## src/rtl/spi_flash_responder.sv

```systemverilog
// SPI mode-0 read-only flash emulator: decodes READ + 24-bit address and streams bytes from an
// internal array loaded through a parallel backdoor. Define SPI_FAST_READ_EN to also accept 0x0B.
module spi_flash_responder #(
  parameter int          ADDR_W      = 8,
  parameter logic [7:0]  CMD_READ    = 8'h03,
  parameter int          SYNC_STAGES = 2
) (
  input  logic              clk,
  input  logic              rst_n,
  input  logic              spi_cs_n,
  input  logic              spi_sclk,
  input  logic              spi_mosi,
  output logic              spi_miso,
  output logic              spi_miso_oe,
  input  logic              load_en,
  input  logic [ADDR_W-1:0] load_addr,
  input  logic [7:0]        load_data,
  output logic              busy,
  output logic              cmd_err
);

`ifdef SPI_FAST_READ_EN
  localparam logic [7:0] CMD_FAST_READ = 8'h0B;
`endif

  typedef enum logic [2:0] {
    ST_IDLE,
    ST_CMD,
    ST_ADDR,
`ifdef SPI_FAST_READ_EN
    ST_DUMMY,
`endif
    ST_DATA,
    ST_IGNORE
  } state_e;

  // Synchronisers; cs resets high so an asserted cs_n during reset is not seen as busy.
  logic [SYNC_STAGES-1:0] cs_sync_q, sclk_sync_q, mosi_sync_q;
  logic                   sclk_d_q;
  logic                   cs_s, sclk_s, mosi_s, rise, fall;

  // NOTE: sequential state uses non-blocking assignments so all flops update from pre-edge values.
  always_ff @(posedge clk or negedge rst_n) begin
    if (!rst_n) begin
      cs_sync_q   <= '1;
      sclk_sync_q <= '0;
      mosi_sync_q <= '0;
      sclk_d_q    <= 1'b0;
    end else begin
      cs_sync_q   <= {cs_sync_q[SYNC_STAGES-2:0], spi_cs_n};
      sclk_sync_q <= {sclk_sync_q[SYNC_STAGES-2:0], spi_sclk};
      mosi_sync_q <= {mosi_sync_q[SYNC_STAGES-2:0], spi_mosi};
      sclk_d_q    <= sclk_s;
    end
  end

  assign cs_s   = cs_sync_q[SYNC_STAGES-1];
  assign sclk_s = sclk_sync_q[SYNC_STAGES-1];
  assign mosi_s = mosi_sync_q[SYNC_STAGES-1];
  assign rise   = sclk_s & ~sclk_d_q;
  assign fall   = ~sclk_s & sclk_d_q;

  logic [7:0] mem [2**ADDR_W];
  logic [ADDR_W-1:0] rd_addr;
  logic [7:0]        rd_data;

  // NOTE: the byte array has no reset; its contents only come from the backdoor port.
  always_ff @(posedge clk) begin
    if (load_en && !busy) mem[load_addr] <= load_data;
  end

  state_e            state_q, state_d;
  logic [4:0]        bit_cnt_q, bit_cnt_d;
  logic [6:0]        cmd_q, cmd_d;
  logic [ADDR_W-1:0] addr_q, addr_d;
  logic [7:0]        shift_out_q, shift_out_d;
  logic              miso_q, miso_d, oe_q, oe_d, err_q, err_d;
`ifdef SPI_FAST_READ_EN
  logic              fast_q, fast_d;
`endif

  logic [7:0]        opcode;
  logic [ADDR_W-1:0] addr_shift, addr_inc;

  assign opcode     = {cmd_q, mosi_s};
  assign addr_shift = {addr_q[ADDR_W-2:0], mosi_s};
  assign addr_inc   = addr_q + 1'b1;

  // The array is read at three points: end of address, end of dummy, and each byte boundary.
  always_comb begin
    case (state_q)
      ST_ADDR: rd_addr = addr_shift;
      ST_DATA: rd_addr = addr_inc;
      default: rd_addr = addr_q;
    endcase
  end
  assign rd_data = mem[rd_addr];

  always_ff @(posedge clk or negedge rst_n) begin
    if (!rst_n) begin
      state_q     <= ST_IDLE;
      bit_cnt_q   <= '0;
      cmd_q       <= '0;
      addr_q      <= '0;
      shift_out_q <= '0;
      miso_q      <= 1'b0;
      oe_q        <= 1'b0;
      err_q       <= 1'b0;
`ifdef SPI_FAST_READ_EN
      fast_q      <= 1'b0;
`endif
    end else begin
      state_q     <= state_d;
      bit_cnt_q   <= bit_cnt_d;
      cmd_q       <= cmd_d;
      addr_q      <= addr_d;
      shift_out_q <= shift_out_d;
      miso_q      <= miso_d;
      oe_q        <= oe_d;
      err_q       <= err_d;
`ifdef SPI_FAST_READ_EN
      fast_q      <= fast_d;
`endif
    end
  end

  // NOTE: every next-state signal is defaulted first so no path through the case infers a latch.
  always_comb begin
    state_d     = state_q;
    bit_cnt_d   = bit_cnt_q;
    cmd_d       = cmd_q;
    addr_d      = addr_q;
    shift_out_d = shift_out_q;
    miso_d      = miso_q;
    oe_d        = oe_q;
    err_d       = 1'b0;
`ifdef SPI_FAST_READ_EN
    fast_d      = fast_q;
`endif

    if (cs_s) begin
      // Deselect aborts anything in flight, including a partial opcode (no error).
      state_d   = ST_IDLE;
      bit_cnt_d = '0;
      oe_d      = 1'b0;
      miso_d    = 1'b0;
    end else begin
      case (state_q)
        ST_IDLE: begin
          state_d   = ST_CMD;
          bit_cnt_d = '0;
        end
        ST_CMD: if (rise) begin
          cmd_d     = opcode[6:0];
          bit_cnt_d = bit_cnt_q + 1'b1;
          if (bit_cnt_q == 5'd7) begin
            bit_cnt_d = '0;
            if (opcode == CMD_READ) begin
              state_d = ST_ADDR;
`ifdef SPI_FAST_READ_EN
              fast_d  = 1'b0;
            end else if (opcode == CMD_FAST_READ) begin
              state_d = ST_ADDR;
              fast_d  = 1'b1;
`endif
            end else begin
              err_d   = 1'b1;
              state_d = ST_IGNORE;
            end
          end
        end
        ST_ADDR: if (rise) begin
          addr_d    = addr_shift;
          bit_cnt_d = bit_cnt_q + 1'b1;
          if (bit_cnt_q == 5'd23) begin
            bit_cnt_d   = '0;
            shift_out_d = rd_data;
            state_d     = ST_DATA;
`ifdef SPI_FAST_READ_EN
            if (fast_q) state_d = ST_DUMMY;
`endif
          end
        end
`ifdef SPI_FAST_READ_EN
        ST_DUMMY: if (rise) begin
          bit_cnt_d = bit_cnt_q + 1'b1;
          if (bit_cnt_q == 5'd7) begin
            bit_cnt_d   = '0;
            shift_out_d = rd_data;
            state_d     = ST_DATA;
          end
        end
`endif
        ST_DATA: if (fall) begin
          // shift_out_q[7] is always the next bit to present; the last bit of a byte reloads.
          oe_d        = 1'b1;
          miso_d      = shift_out_q[7];
          shift_out_d = {shift_out_q[6:0], 1'b0};
          bit_cnt_d   = bit_cnt_q + 1'b1;
          if (bit_cnt_q == 5'd7) begin
            bit_cnt_d   = '0;
            addr_d      = addr_inc;
            shift_out_d = rd_data;
          end
        end
        ST_IGNORE: oe_d = 1'b0;
        default:   state_d = ST_IDLE;
      endcase
    end
  end

  assign spi_miso    = miso_q;
  assign spi_miso_oe = oe_q;
  assign busy        = ~cs_s;
  assign cmd_err     = err_q;

endmodule
```

## config.mk

```make
export PLATFORM = sky130hd
export DESIGN_NAME = spi_flash_responder
export DESIGN_NICKNAME = d
export VERILOG_FILES = /design/src/rtl/spi_flash_responder.sv
export SDC_FILE = /design/constraint.sdc
export NUM_CORES = 2
export LEC_CHECK = 0
export ABC_CLOCK_PERIOD_IN_PS = 4500
export CAP_MARGIN = 40
export CORE_UTILIZATION = 45
export CTS_CLUSTER_DIAMETER = 150
export CTS_CLUSTER_SIZE = 14
export DETAILED_ROUTE_END_ITERATION = 10
export GPL_ROUTABILITY_DRIVEN = 1
export PLACE_DENSITY = 0.59
export SLEW_MARGIN = 30
export SYNTH_ARGS = -nofsm -noshare
export SYNTH_HDL_FRONTEND = slang
export SYNTH_SLANG_ARGS = --single-unit
```

## constraint.sdc

```tcl
create_clock -name clk -period 4.5 [get_ports clk]
set_clock_uncertainty 0.2 [all_clocks]
set_input_delay 0.9 -clock clk [delete_from_list [all_inputs] [get_ports clk]]
set_output_delay 0.9 -clock clk [all_outputs]
set_load 0.01 [all_outputs]
```

==> metrics.md <==
| Metric | Value |
|---|---|
| Outcome | `complete, no violations` |
| DRC errors left | `0` |
| Clock Pin Slew Worst Setup and Hold Paths | `around 0.080 ns` |
| Clock Sinks | `2089` |
| Post-synth EDFFs | `just over 2k` |
| Placed Area | `just over 90000 sq um` |
| H-tree Lvls | `4` |
| Most used DFF post-synth | `edfxtp_1` |
| Maximum clock path buffer count | `3` |
| Max Clk Rate | `approximately 220 MHz` |
| # fillers | `15.3k` |
| Max-slew violations | `0` |
| FFs w/ async S/R, synth | `0.0196` |
| Buffers added on ports | `25` |
| Slew HR | `0.333` |
| Cts bufs inserted | `167` |
| Syn nets | `5469` |
| Die X | `~440 microns` |
| Worst skew pair latency | `about 0.85 ns` |
| Final HPWL DP | `between 150000 and 200000 microns` |
| RePlAce Congestion | `around 0.98` |
| Hold/Removal Path Class | `flip-flop to flip-flop` |
| Main combinational cell family by area after synthesis | `simple AND/OR/NAND/NOR gates` |
| Clock root buffer | `clkbuf_16` |
| Hold Path End | `cs_sync_q[1]` |
| Worst R2R Path Depth | `10` |
| RSZ-0062 raised after global routing | `false` |
| Core Footprint | `about 190000 sq um` |
| Share of layout cells above drive strength 1 | `0.181` |
| Setup Crit Path Kind | `flip-flop to flip-flop` |
| Total GRT Usage | `0.272` |
| Maxcap violations | `0` |
| Reg2Reg Capture Point | `shift_out_q[0]` |
| Post-synthesis cell count | `between 5k and 6k` |
| Die area | `about 190000 sq um` |
| CP arrival | `a little over 5 ns` |
| Xor-xnor portion of the synthesized cell area | `0.000103` |
| Ys Warns | `0` |
| Hold_sp | `cs_sync_q[0]` |
| Die Y-Extent | `436 microns` |
| Routed via count | `roughly 52k` |
| Mean Syn Cell Area | `15.6 sq um` |
| Area Overhead vs Synth | `13.6%` |
| Flop-to-flop setup slack | `between 0.008 and 0.009 ns` |
| Power Density | `approximately 450 nW/um^2` |
| Synth Area in Adders | `0.000295` |
| WHS Path Cells | `0` |
| Largest net degree at the start of global routing | `roughly 110` |
| Layout Nets | `just under 6k` |
| Post-CTS Setup Inserts | `0` |
| Fin Setup TNS | `0 ns` |
| Maximum VDD drop | `0.337 mV` |
| Worst setup EP type | `flip-flop` |
| Final ANT Viol Nets | `0` |
| Vias in the first global route | `between 50k and 60k` |
| Layout Utilization | `0.514` |
| Syn Std Cell Area | `roughly 85000 sq um` |
| Initial antenna violation count | `6` |
| Unique masters post-synth | `86` |
| Post-layout instance area | `approximately 96000 sq um` |
| Mux cell area share after synthesis | `0.0756` |
| Placement Rows | `159` |
| Hold Vio Cnt, Final | `0` |
| IO Count | `26` |
| Fin crit share | `0.998` |
| First-pass GRT wire length | `~370000 microns` |
| Setup violators final | `0` |
| Compound-gate portion of the synthesized area | `0.0704` |
| Initial Util | `0.452` |
| Leakage | `roughly 0.031 uW` |
| Drt wl/cell | `about 31 microns` |
| FF+latch count, synth | `around 2.1k` |
| Sequential area share after synthesis | `0.737` |
| Worst Setup Start Kind | `flip-flop` |
| CTS tree | `built` |
| Total Routed Length | `approximately 260000 microns` |
| Crit path time final | `4.49 ns` |
| Fraction of the mapped netlist area in simple logic gates | `0.0941` |
| Drt via density | `~6.3` |
| Grt ovf | `0` |
| Worst EP required | `just over 5 ns` |
| Initial DRC count | `a little over 7k` |
| Drt first pass iters | `5` |
| R2R Path Start | `state_q[0]` |
| Worst-margin pin slew | `1.00 ns` |
| Crit path max fanout | `15` |
logic make-up after synthesis:
group | Yosys count
buf+inv | 410
compound gates | 838
flops | 2089
mux | 389
simple gates | 1716
xor+xnor | 1
fa+ha+maj | 2
cells in the final DEF, fill, tap and decap left out, types with 57 or more instances in the layout:
cell type | netlist | routed
a211oi_1 | 116 | 116
a21oi_1 | 86 | 85
a31oi_1 | 85 | 82
and3_1 | 84 | 83
buf_12 | 0 | 57
buf_4 | 27 | 533
clkbuf_16 | 0 | 167
edfxtp_1 | 2048 | 2048
mux2i_1 | 165 | 165
mux4_2 | 198 | 198
nand2_1 | 605 | 603
nand3_1 | 412 | 412
nand4_1 | 80 | 80
nor2_1 | 326 | 322
o211ai_1 | 136 | 136
o21ai_0 | 112 | 110
worst max-delay path by stage:
stage                     startpoint        endpoint  depth (start not counted)  slack, ns
after detailed placement  state_q[0]  shift_out_q[0]                         10      -0.27
after floorplan           state_q[0]  shift_out_q[3]                         12       1.50
final                     state_q[0]  shift_out_q[0]                         10      0.008
after CTS                 state_q[0]  shift_out_q[2]                         12       0.10
after global placement    state_q[0]  shift_out_q[5]                         11      -0.40
after global routing      state_q[0]  shift_out_q[0]                         10      0.007
power breakdown:
| group | internal, uW | switching (uW) |
|---|---|---|
| Sequential | 21400 | 52.7 |
| Clock | 6770 | 6800 |
| Combinational | 2990 | 5350 |
| Total | 31100 | 12200 |
routing by layer:
metal  track usage  wire, microns  up-vias
met2         0.415         119000     2663
met3        0.0561          24600      521
met4         0.117          12100        2
met5             0             11        -
li1              -              -    22100
met1         0.379         105000    27100
critical path, stage by stage (launching register included):
cell and delay (ns):
dfrtp_1 0.55, or3b_1 0.58, a2bb2oi_1 0.20, nand2_2 0.44
nand2_2 0.52, a2111oi_1 0.69, a2111oi_1 0.23, a2111oi_0 0.57
a31oi_1 0.17, buf_4 0.17, o31ai_1 0.05
sequential cells by signal, summed over array words and instances (netlist names):
signal and cells:
addr_q 8, bit_cnt_q 5, cmd_err 1, cmd_q 7, cs_sync_q 2, mem 2048, mosi_sync_q 2, sclk_d_q 1
sclk_sync_q 2, shift_out_q 8, spi_miso 1, spi_miso_oe 1, state_q 3
metrics by stage:
step	hold WS [ns]	cells	setup WS, ns	total power [uW]
after floorplan	0.131	5445	1.50	26600
after global placement	0.137	8144	-0.401	30000
after detailed placement	0.136	8151	-0.272	30100
after CTS	0.161	8367	0.105	43500
after global routing	0.165	8373	0.00747	44500
final	0.159	8375	0.00831	43400
cell usage after synthesis (14+ instances only):
master | number | area, sq um
a32oi_1 | 37 | 324
mux4_2 | 198 | 4460
o211ai_1 | 136 | 1020
o22ai_1 | 27 | 169
nor2b_1 | 51 | 319
o311ai_0 | 16 | 140
nor3_1 | 24 | 120
a31oi_1 | 85 | 532
a211oi_1 | 116 | 871
or3_1 | 25 | 156
nand2_1 | 605 | 2270
a311oi_1 | 25 | 219
nand4_1 | 80 | 500
buf_4 | 27 | 203
buf_2 | 185 | 926
and2_1 | 42 | 263
and3_1 | 84 | 526
dfrtp_1 | 39 | 976
o21ai_0 | 112 | 561
edfxtp_1 | 2048 | 61500
nor4_1 | 24 | 150
a21oi_1 | 86 | 430
mux2_2 | 25 | 282
nor2_1 | 326 | 1220
buf_1 | 25 | 93.8
a21o_1 | 14 | 105
a2111oi_0 | 27 | 236
nand3_1 | 412 | 2060
a22oi_1 | 43 | 323
clkbuf_1 | 159 | 597
mux2i_1 | 165 | 1650
cell type report:
cell class / instances / area, sq um / share of cell area
flip-flops and latches: 2089 / 62500 / 0.649
multi-input cells: 2946 / 20600 / 0.214
repair buffers: 620 / 5450 / 0.0566
clock buffers: 198 / 4300 / 0.0446
well taps: 2495 / 3120 / 0.0324
clock inverters: 17 / 333 / 0.00345
inverters: 5 / 18.8 / 0.000195
diodes: 5 / 12.5 / 0.000130
repair_timing:
| action | 4_1_cts | 5_1_grt |
|---|---|---|
| endpoints found under the setup margin | 6 | 3 |
| hold buffers | 1 | 0 |
| pin swaps | 0 | 2 |
| resized for setup | 9 | 4 |
| hold endpoints to repair | 39 | 0 |
No activity file was read; power rests on OpenSTA's default activity.
